File: src/rtl/addr_sequencer_pkg.sv
// Shared definitions for the message-ROM address sequencer.
//   seq_state_t : 2-bit playback state encoding
//   DWELL_W     : width of the per-entry dwell counter
//   is_live()   : true in states where addr carries playback data
package addr_sequencer_pkg;

   typedef enum logic [1:0] {
      S_IDLE  = 2'd0,
      S_RUN   = 2'd1,
      S_PAUSE = 2'd2,
      S_DONE  = 2'd3
   } seq_state_t;

   localparam int DWELL_W = 8;

   function automatic logic is_live(input seq_state_t s);
      return (s == S_RUN) || (s == S_PAUSE);
   endfunction

endpackage

File: src/rtl/addr_sequencer_if.sv
// Control/status bundle between the button/switch logic and the sequencer.
//   start, stop, hold, loop : playback controls (levels)
//   addr                    : ROM/display address
//   addr_valid, busy, done  : playback status
// master = controlling logic, slave = addr_sequencer.
interface addr_sequencer_if #(
   parameter int ADDR_W = 4
) ();

   logic              start;
   logic              stop;
   logic              hold;
   logic              loop;
   logic [ADDR_W-1:0] addr;
   logic              addr_valid;
   logic              busy;
   logic              done;

   modport master (
      output start, stop, hold, loop,
      input  addr, addr_valid, busy, done
   );

   modport slave (
      input  start, stop, hold, loop,
      output addr, addr_valid, busy, done
   );

endinterface

File: src/rtl/addr_sequencer_tick_gen.sv
// Prescaler producing the playback tick.
//   clk, rst_n : clock, synchronous active-low reset
//   en         : count enable; count freezes while low
//   clr        : zero the count (wins over en)
//   tick       : high when count has reached PRESCALE-1 and en is high
module addr_sequencer_tick_gen #(
   parameter int PRESCALE = 1
) (
   input  logic clk,
   input  logic rst_n,
   input  logic en,
   input  logic clr,
   output logic tick
);

   localparam int                CNT_W    = $clog2(PRESCALE) + 1;
   localparam logic [CNT_W-1:0] CNT_LAST = CNT_W'(PRESCALE - 1);

   logic [CNT_W-1:0] cnt_q;

   assign tick = en && (cnt_q == CNT_LAST);

   always_ff @(posedge clk) begin
      if (!rst_n) begin
         cnt_q <= '0;
      end else if (clr) begin
         cnt_q <= '0;
      end else if (en) begin
         cnt_q <= tick ? '0 : cnt_q + CNT_W'(1);
      end
   end

endmodule

File: src/rtl/addr_sequencer.sv
// Message-ROM playback controller: on start, steps addr through
// 0..NUM_ENTRIES-1, holding each entry DWELL ticks; supports hold, stop,
// one-shot or loop playback.
//   clk, rst_n : clock, synchronous active-low reset
//   bus        : control inputs and registered status/address outputs
//
// state   | meaning
// --------+-----------------------------------------------------------
// S_IDLE  | waiting for start; counters cleared
// S_RUN   | playing; dwell counter advances on each tick
// S_PAUSE | hold asserted; prescaler and dwell counter frozen
// S_DONE  | one-cycle completion of a one-shot playback, done pulses
module addr_sequencer
   import addr_sequencer_pkg::*;
#(
   parameter int ADDR_W      = 4,
   parameter int NUM_ENTRIES = 15,
   parameter int DWELL       = 11,
   parameter int PRESCALE    = 1
) (
   input  logic            clk,
   input  logic            rst_n,
   addr_sequencer_if.slave bus
);

   localparam logic [DWELL_W-1:0] DWELL_LAST = DWELL_W'(DWELL - 1);
   localparam logic [ADDR_W-1:0]  ADDR_LAST  = ADDR_W'(NUM_ENTRIES - 1);

   seq_state_t         state_q, state_d;
   logic [ADDR_W-1:0]  addr_q, addr_d;
   logic [DWELL_W-1:0] dwell_q, dwell_d;
   logic               valid_q, busy_q, done_q;
   logic               active, tick, tick_en, tick_clr;

   // Counting is enabled in PAUSE too once hold drops, so each cycle of hold
   // costs exactly one cycle of dwell time. stop suppresses a coinciding tick.
   assign active   = is_live(state_q);
   assign tick_en  = active && !bus.hold && !bus.stop;
   assign tick_clr = !active;

   addr_sequencer_tick_gen #(
      .PRESCALE (PRESCALE)
   ) u_tick_gen (
      .clk   (clk),
      .rst_n (rst_n),
      .en    (tick_en),
      .clr   (tick_clr),
      .tick  (tick)
   );

   always_comb begin
      state_d = state_q;
      addr_d  = addr_q;
      dwell_d = dwell_q;
      case (state_q)
         S_IDLE: begin
            dwell_d = '0;
            if (bus.start && !bus.stop) begin
               state_d = S_RUN;
               addr_d  = '0;
            end
         end
         S_RUN, S_PAUSE: begin
            if (bus.stop) begin
               state_d = S_IDLE;
               addr_d  = '0;
               dwell_d = '0;
            end else if (bus.hold) begin
               state_d = S_PAUSE;
            end else begin
               state_d = S_RUN;
               if (tick) begin
                  if (dwell_q == DWELL_LAST) begin
                     dwell_d = '0;
                     if (addr_q != ADDR_LAST) begin
                        addr_d = addr_q + ADDR_W'(1);
                     end else if (bus.loop) begin
                        addr_d = '0;
                     end else begin
                        state_d = S_DONE;
                     end
                  end else begin
                     dwell_d = dwell_q + DWELL_W'(1);
                  end
               end
            end
         end
         S_DONE: begin
            state_d = S_IDLE;
         end
         default: begin
            state_d = S_IDLE;
         end
      endcase
   end

   always_ff @(posedge clk) begin
      if (!rst_n) begin
         state_q <= S_IDLE;
         addr_q  <= '0;
         dwell_q <= '0;
         valid_q <= 1'b0;
         busy_q  <= 1'b0;
         done_q  <= 1'b0;
      end else begin
         state_q <= state_d;
         addr_q  <= addr_d;
         dwell_q <= dwell_d;
         valid_q <= is_live(state_d);
         busy_q  <= is_live(state_d);
         done_q  <= (state_d == S_DONE);
      end
   end

   assign bus.addr       = addr_q;
   assign bus.addr_valid = valid_q;
   assign bus.busy       = busy_q;
   assign bus.done       = done_q;

endmodule

File: src/flat_wrapper.sv
// flat-port wrapper written by rule: the top's interface ports become plain ports
module addr_sequencer_flat import addr_sequencer_pkg::*;
#(
   parameter int ADDR_W      = 4,
   parameter int NUM_ENTRIES = 15,
   parameter int DWELL       = 11,
   parameter int PRESCALE    = 1
)
  (clk, rst_n, bus_start, bus_stop, bus_hold, bus_loop, bus_addr, bus_addr_valid, bus_busy, bus_done);
  addr_sequencer_if #(.ADDR_W(ADDR_W)) bus_i ();
  input  logic clk;
  input  logic rst_n;
  input wire logic [$bits(bus_i.start)-1:0] bus_start;
  input wire logic [$bits(bus_i.stop)-1:0] bus_stop;
  input wire logic [$bits(bus_i.hold)-1:0] bus_hold;
  input wire logic [$bits(bus_i.loop)-1:0] bus_loop;
  output wire logic [$bits(bus_i.addr)-1:0] bus_addr;
  output wire logic [$bits(bus_i.addr_valid)-1:0] bus_addr_valid;
  output wire logic [$bits(bus_i.busy)-1:0] bus_busy;
  output wire logic [$bits(bus_i.done)-1:0] bus_done;
  assign bus_i.start = bus_start;
  assign bus_i.stop = bus_stop;
  assign bus_i.hold = bus_hold;
  assign bus_i.loop = bus_loop;
  assign bus_addr = bus_i.addr;
  assign bus_addr_valid = bus_i.addr_valid;
  assign bus_busy = bus_i.busy;
  assign bus_done = bus_i.done;
  addr_sequencer #(.ADDR_W(ADDR_W), .NUM_ENTRIES(NUM_ENTRIES), .DWELL(DWELL), .PRESCALE(PRESCALE)) u_core (.clk(clk), .rst_n(rst_n), .bus(bus_i));
endmodule
File: config.mk
export PLATFORM = sky130hd
export DESIGN_NAME = addr_sequencer_flat
export DESIGN_NICKNAME = d
export VERILOG_FILES = /design/src/rtl/addr_sequencer_pkg.sv /design/src/rtl/addr_sequencer_if.sv /design/src/rtl/addr_sequencer_tick_gen.sv /design/src/rtl/addr_sequencer.sv /design/src/flat_wrapper.sv
export SDC_FILE = /design/constraint.sdc
export NUM_CORES = 1
export LEC_CHECK = 0
export CAP_MARGIN = 30
export CORE_MARGIN = 4
export CORE_UTILIZATION = 57
export CTS_BUF_LIST = sky130_fd_sc_hd__clkbuf_16
export DETAILED_ROUTE_END_ITERATION = 8
export GPL_ROUTABILITY_DRIVEN = 0
export PLACE_DENSITY = 0.82
export SKIP_LAST_GASP = 1
export SLEW_MARGIN = 5
export SYNTH_ARGS = -nofsm -noshare
export SYNTH_HDL_FRONTEND = slang
export SYNTH_SLANG_ARGS = --single-unit
File: constraint.sdc
create_clock -name clk -period 2.9 [get_ports clk]
set_clock_uncertainty 0.1 [all_clocks]
set_input_delay 0.725 -clock clk [delete_from_list [all_inputs] [get_ports clk]]
set_output_delay 0.725 -clock clk [all_outputs]
set_load 0.005 [all_outputs]
==> results.md, run 1 <==
* CTS sink count at 17
* Routed wire per std cell at 13.9 um
* Synthesized flop and latch total at 17
* Syn_nets at 128
* Share of async-settable or async-resettable flops after synthesis at 0
* Lkg Pwr at 0.000425 uW
* R2R depth at 5
* Post-route ant nets at 0
* Overall Power at 561 uW
* Fin. Hold Viols at 0
* Avg Inst Size Synth at 8.88 sq um
* Tightest Pin Transition at 0.565 ns
* Die Wd at 50.1 um
* Vias at 855
* Drt total wl at 2090 um
* Setup CP Type: in -> reg
* Buffers & Inverters on Critical Path at 1
* Critical Path Start: bus_loop
* Top Ports at 13
* CP max FO at 2
* First-pass GRT wire length at 3750 um
* PostCTS Resize Cnt at 0
* Worst reg2reg startpoint: u_core.dwell_q[1]$_SDFFE_PN0P_
* Setup bufs post-CTS at 0
* Design area at 0.00122 sq mm
* Syn. warnings at 0
* Highest cell delay on the worst timing path at 0.43 ns
* Core Region at 0.00159 sq mm
* Total GRT Usage at 0.197
* PD cells at 459 mW/mm^2
* Setup TNS at 0 ns
* Root buf cell: clkbuf_16
* Max VDD drop at 0.471 mV
* Met2 usage at 0.324
* RSZ-0062 raised after global routing: false
* Cells on Worst Hold Path at 1
* DRC violations left at 0
* Slew Limit Fails at 0
* Longest Clk Path Bufs at 2
* Largest net degree at the start of global routing at 12
* Initial antenna violation count at 0
* DP Worst Slack at 0.410 ns
* Setup ws final at 0.669 ns
* Setup violators final at 0
* M3 GR Usage at 0.0680
* Hold Path Origin: u_core.u_tick_gen.cnt_q$_SDFFE_PN0N_
* Placed Area at 0.00114 sq mm
* Hold path endpoint: u_core.u_tick_gen.cnt_q$_SDFFE_PN0N_
* Cell family with most CP delay: simple AND/OR/NAND/NOR gates
* Number of global-route vias before repair at 830
* Synth cell types at 38
* Fin crit share at 0.769
* Crit path time final at 2.23 ns
* First-pass DRT Iterations at 4
* Initial core utilization at 0.635
* Gr busiest metal: met2
* R2R setup slack at 0.79 ns
* Crit path launch type: primary input
* Initial DRC Count at 20
* Post-synthesis sequential area ratio at 0.336
* CTS clk-pin slew, worst paths at 0.05 ns
* Slowest stage cell, crit path: or4_4
* Via/cell ratio at 5.70
* Syn-to-layout area delta at 20.8%
* Overflow after GRT at 0
* Core Rows at 14
* CP Data Arrival Time at 2.28 ns
* IO buf count at 12
* Max cap viols at 0
* Crit path cell chain: clkdlybuf4s50_1, nand4b_1, or4_4, a2bb2oi_2, ha_1, and2_1
* Critical Path RT at 2.95 ns
* H-tree depth at 1
* Mapped Area at 0.00101 sq mm
* FMAX at 0.448 GHz
* Die Ht at 50.1 um
* Worst reg2reg endpoint: u_core.bus.addr[1]$_SDFFE_PN0P_
* Post-DP HPWL at 1580 um
* Met1 Use GR at 0.231
* Slew headroom at 0.623
* Diode count at 0
* Final Util at 0.767
* Status: finished, final reports clean
* Skew-Pair Late Insertion Delay at 0.25 ns
* Commonest register cell after synthesis: dfxtp_1
* CTS buffer count at 3
* Die area at 0.00251 sq mm
* Critical path endpoint category: register
* Layout Nets at 141
* CTS tree: done
* Cells after Synth at 114
* EDFF count, synth at 0
* Hold crit path type: reg -> reg
* Share of cells above drive strength 1 at 0.0556
* Post-CTS Hold Fix Bufs at 0
* Fillers at 112
-- per-layer routing --
layer / wire [um] / vias up
met1: 961 / 397
li1: - / 436
met2: 1000 / 17
met3: 85 / 5
met4: 42 / 0
met5: 0 / -
-- logic make-up after synthesis --
group,after synthesis,synth area share
xor gates and xnor gates,7,0.0606
DFF,17,0.336
and+or+nand+nor,46,0.272
adders and majority gates,8,0.0989
AOI/OAI and AO/OA,23,0.174
buffers and inverters,12,0.0482
muxes,1,0.00989
-- state kept, by name, summed over array words and instances (netlist names) --
signal,flops
u_core.u_tick_gen.cnt_q,1
u_core.bus.done,1
u_core.state_q,2
u_core.dwell_q,8
u_core.bus.addr,4
u_core.bus.busy,1
-- synth_stat cells, types with 2 or more instances --
master / count / area share
a211oi_1: 6 / 0.044
a21oi_1: 3 / 0.015
a22oi_1: 2 / 0.015
and2_1: 5 / 0.031
and3_1: 2 / 0.012
clkbuf_1: 3 / 0.011
dfxtp_1: 17 / 0.34
ha_1: 8 / 0.099
inv_1: 8 / 0.030
nand2_1: 4 / 0.015
nand2b_1: 2 / 0.012
nand3_1: 5 / 0.025
nand4_1: 3 / 0.019
nand4b_1: 3 / 0.026
nor2_1: 10 / 0.037
nor2b_1: 3 / 0.019
nor3_1: 2 / 0.0099
o21ai_0: 2 / 0.0099
xnor2_1: 7 / 0.061
-- metrics by stage --
| step | hold WS [ns] | std cells |
|---|---|---|
| 2_1_floorplan | 0.359 | 114 |
| 3_3_place_gp | 0.378 | 146 |
| 3_5_place_dp | 0.387 | 146 |
| 4_1_cts | 0.394 | 150 |
| 5_1_grt | 0.423 | 150 |
| 6_report | 0.392 | 150 |
-- cell type report --
type	count	area (sq um)	share of cell area
multi-input combinational	85	623	0.510
sequential	17	340	0.278
tap	24	30.0	0.0246
timing repair buffer	12	120	0.0983
inverter	8	30.0	0.0246
clock inverter	1	3.75	0.00307
clock buffer	3	75.1	0.0614
-- how the worst max path moves through the flow --
stage          depth (start not counted)  slack [ns]                               to
6_report                               6        0.67       u_core.bus.busy$_SDFF_PN0_
5_1_grt                                5        0.55  u_core.bus.addr[1]$_SDFFE_PN0P_
4_1_cts                                6        0.67       u_core.bus.busy$_SDFF_PN0_
3_5_place_dp                           6        0.41       u_core.bus.busy$_SDFF_PN0_
3_3_place_gp                           6        0.44       u_core.bus.busy$_SDFF_PN0_
2_1_floorplan                          5        0.87       u_core.bus.busy$_SDFF_PN0_
-- layout by cell type (no fill, tap or decap), types with 3 or more instances in the layout --
cell             count
a21oi_1              3
xnor2_1              7
clkbuf_16            3
nand2_1              4
clkdlybuf4s50_1     12
nand4_1              3
nor2_1              10
ha_1                 8
dfxtp_1             17
inv_1                9
nand4b_1             3
and2_1               5
nand3_1              5
a211oi_1             6
nor2b_1              3
-- power breakdown --
| part | total (uW) | internal [uW] | switching, uW |
|---|---|---|---|
| combinational | 46.7 | 23.1 | 23.7 |
| sequential | 240 | 237 | 2.41 |
| clock | 274 | 183 | 91.2 |
Note: power is estimated with default switching activity, not from simulation.
==> run 2, diff against run 1 <==
CORE_UTILIZATION = 53   (was 57)
PLACE_DENSITY = 0.77   (was 0.82)
clock period = 2.1 ns   (was 2.9 ns; I/O delays follow)
==> run 2 against run 1 <==
Total power rose by 42%. Clock power increased by 40%. Worst setup slack lost 0.58 ns. Core utilization rose by 0.48 points. Critical path type is now reg -> reg. Critical endpoint unchanged.
==> results.md, run 2 (synthesized netlist as in run 1, its figures left out) <==
* Max VDD drop at 0.459 mV
* Number of global-route vias before repair at 878
* Overall Power at 796 uW
* Worst reg2reg endpoint: u_core.bus.busy$_SDFF_PN0_
* CP max FO at 5
* Hold crit path type: reg -> reg
* Via/cell ratio at 5.65
* DP Cell Count at 162
* Setup violators final at 0
* Layout Nets at 156
* Share of cells above drive strength 1 at 0.199
* H-tree depth at 1
* PostCTS Resize Cnt at 0
* Lkg Pwr at 0.000512 uW
* Diode count at 0
* Cells on Worst Hold Path at 1
* CTS buffer count at 3
* Critical Path RT at 2.15 ns
* Skew-Pair Late Insertion Delay at 0.25 ns
* Initial DRC Count at 19
* Max cap viols at 0
* Fin crit share at 0.958
* CTS clk-pin slew, worst paths at 0.05 ns
* Drt total wl at 2340 um
* Syn-to-layout area delta at 34.5%
* DRC violations left at 0
* Critical path endpoint category: register
* Crit path launch type: register
* Max FFs per register at 8
* RSZ-0062 raised after global routing: false
* Setup bufs post-CTS at 0
* Top Ports at 13
* Largest net degree at the start of global routing at 11
* Commonest non-fill, non-tap cell in the layout: dfxtp_1
* Vias at 938
* Biggest register: u_core.dwell_q
* Slowest stage cell, crit path: or4_4
* Root buf cell: clkbuf_16
* Initial antenna violation count at 0
* Hold path endpoint: u_core.u_tick_gen.cnt_q$_SDFFE_PN0N_
* Slew Limit Fails at 0
* Slew headroom at 0.608
* Routed wire per std cell at 14.1 um
* First-pass GRT wire length at 3930 um
* Worst hold slack at 0.388 ns
* R2R setup slack at 0.09 ns
* Non-filler cells, final at 166
* Fin. Hold Viols at 0
* Highest cell delay on the worst timing path at 0.50 ns
* FMAX at 0.497 GHz
* CTS sink count at 17
* Initial core utilization at 0.574
* Most frequent cells in the layout: 17 x dfxtp_1, 15 x buf_4, 11 x clkdlybuf4s50_1, 10 x nor2_1
* Longest Clk Path Bufs at 2
* DP Worst Slack at -0.202 ns
* Post-route ant nets at 0
* First-pass DRT Iterations at 4
* PD cells at 585 mW/mm^2
* Total GRT Usage at 0.200
* Setup TNS at 0 ns
* Post-DP HPWL at 1730 um
* Fillers at 143
* CP Data Arrival Time at 2.06 ns
* Hold Path Origin: u_core.u_tick_gen.cnt_q$_SDFFE_PN0N_
* Setup ws final at 0.0891 ns
* Core Region at 0.00176 sq mm
* Overflow after GRT at 0
* R2R depth at 7
* Core Rows at 15
* Die Ht at 51.7 um
* Tightest Pin Transition at 0.581 ns
* IO buf count at 12
* Status: finished, final reports clean
* Worst reg2reg startpoint: u_core.bus.addr[0]$_SDFFE_PN0P_
* Crit path cell chain: inv_2, ha_4, nand4b_1, or4_4, a2bb2oi_2, ha_1, and2_4
* Setup CP Type: reg -> reg
* Crit path time final at 2.01 ns
* Post-CTS Hold Fix Bufs at 0
* CTS tree: done
* Die area at 0.00267 sq mm
* Die Wd at 51.7 um
## run 2: layout make-up
class | instances | area [sq um] | share of cell area
Tap cell | 25 | 31.3 | 0.0230
Clock inverter | 1 | 5.00 | 0.00368
Sequential cell | 17 | 340 | 0.250
Inverter | 8 | 30.0 | 0.0221
Clock buffer | 3 | 75.1 | 0.0551
Multi-Input combinational cell | 85 | 644 | 0.473
Timing Repair Buffer | 27 | 235 | 0.173
## run 2: worst max-delay path by stage
stage	startpoint	end	slack, ns	depth (start not counted)
2_1_floorplan	u_core.dwell_q[5]$_SDFFE_PN0P_	u_core.bus.busy$_SDFF_PN0_	0.20	5
3_3_place_gp	bus_loop	u_core.bus.busy$_SDFF_PN0_	-0.17	6
3_5_place_dp	bus_loop	u_core.bus.busy$_SDFF_PN0_	-0.20	6
4_1_cts	bus_loop	u_core.bus.busy$_SDFF_PN0_	0.04	6
5_1_grt	u_core.dwell_q[1]$_SDFFE_PN0P_	u_core.bus.addr[1]$_SDFFE_PN0P_	0.003	5
6_report	u_core.bus.addr[0]$_SDFFE_PN0P_	u_core.bus.busy$_SDFF_PN0_	0.09	7
## run 2: report_power, final
group | total [uW] | switching, uW | internal (uW) | leakage (uW)
clock network | 384 | 129 | 255 | 0.0000409
logic | 82.0 | 38.6 | 43.4 | 0.000334
registers | 330 | 2.57 | 327 | 0.000137
total | 796 | 171 | 626 | 0.000512
## run 2: worst max-delay path, delay by kind of cell (launching register included)
kind                     cells  cell delay, ns
buffers and inverters        1            0.12
AO/OA/AOI/OAI                1            0.16
AND/OR/NAND/NOR              3            0.75
flip-flops                   1            0.37
adder cells (fa/ha/maj)      2            0.41
## run 2: stage by stage
step,utilization,area [sq um]
2_1_floorplan,-,1010
3_3_place_gp,0.713,1260
3_5_place_dp,0.713,1260
4_1_cts,0.758,1340
5_1_grt,0.772,1360
6_report,0.772,1360
## run 2: routing by layer
| layer | up-vias | GRT usage | wire length (um) |
|---|---|---|---|
| met1 | 447 | 0.249 | 1070 |
| met4 | 0 | 0.105 | 50 |
| met3 | 5 | 0.0372 | 76 |
| met5 | - | 0 | 0 |
| met2 | 19 | 0.326 | 1140 |
| li1 | 467 | - | - |
==> run 3, diff against run 2 <==
CAP_MARGIN = 20   (was 30)
==> results of run 3 <==
No change in the layout: final DEF, timing and power equal those of run 2.
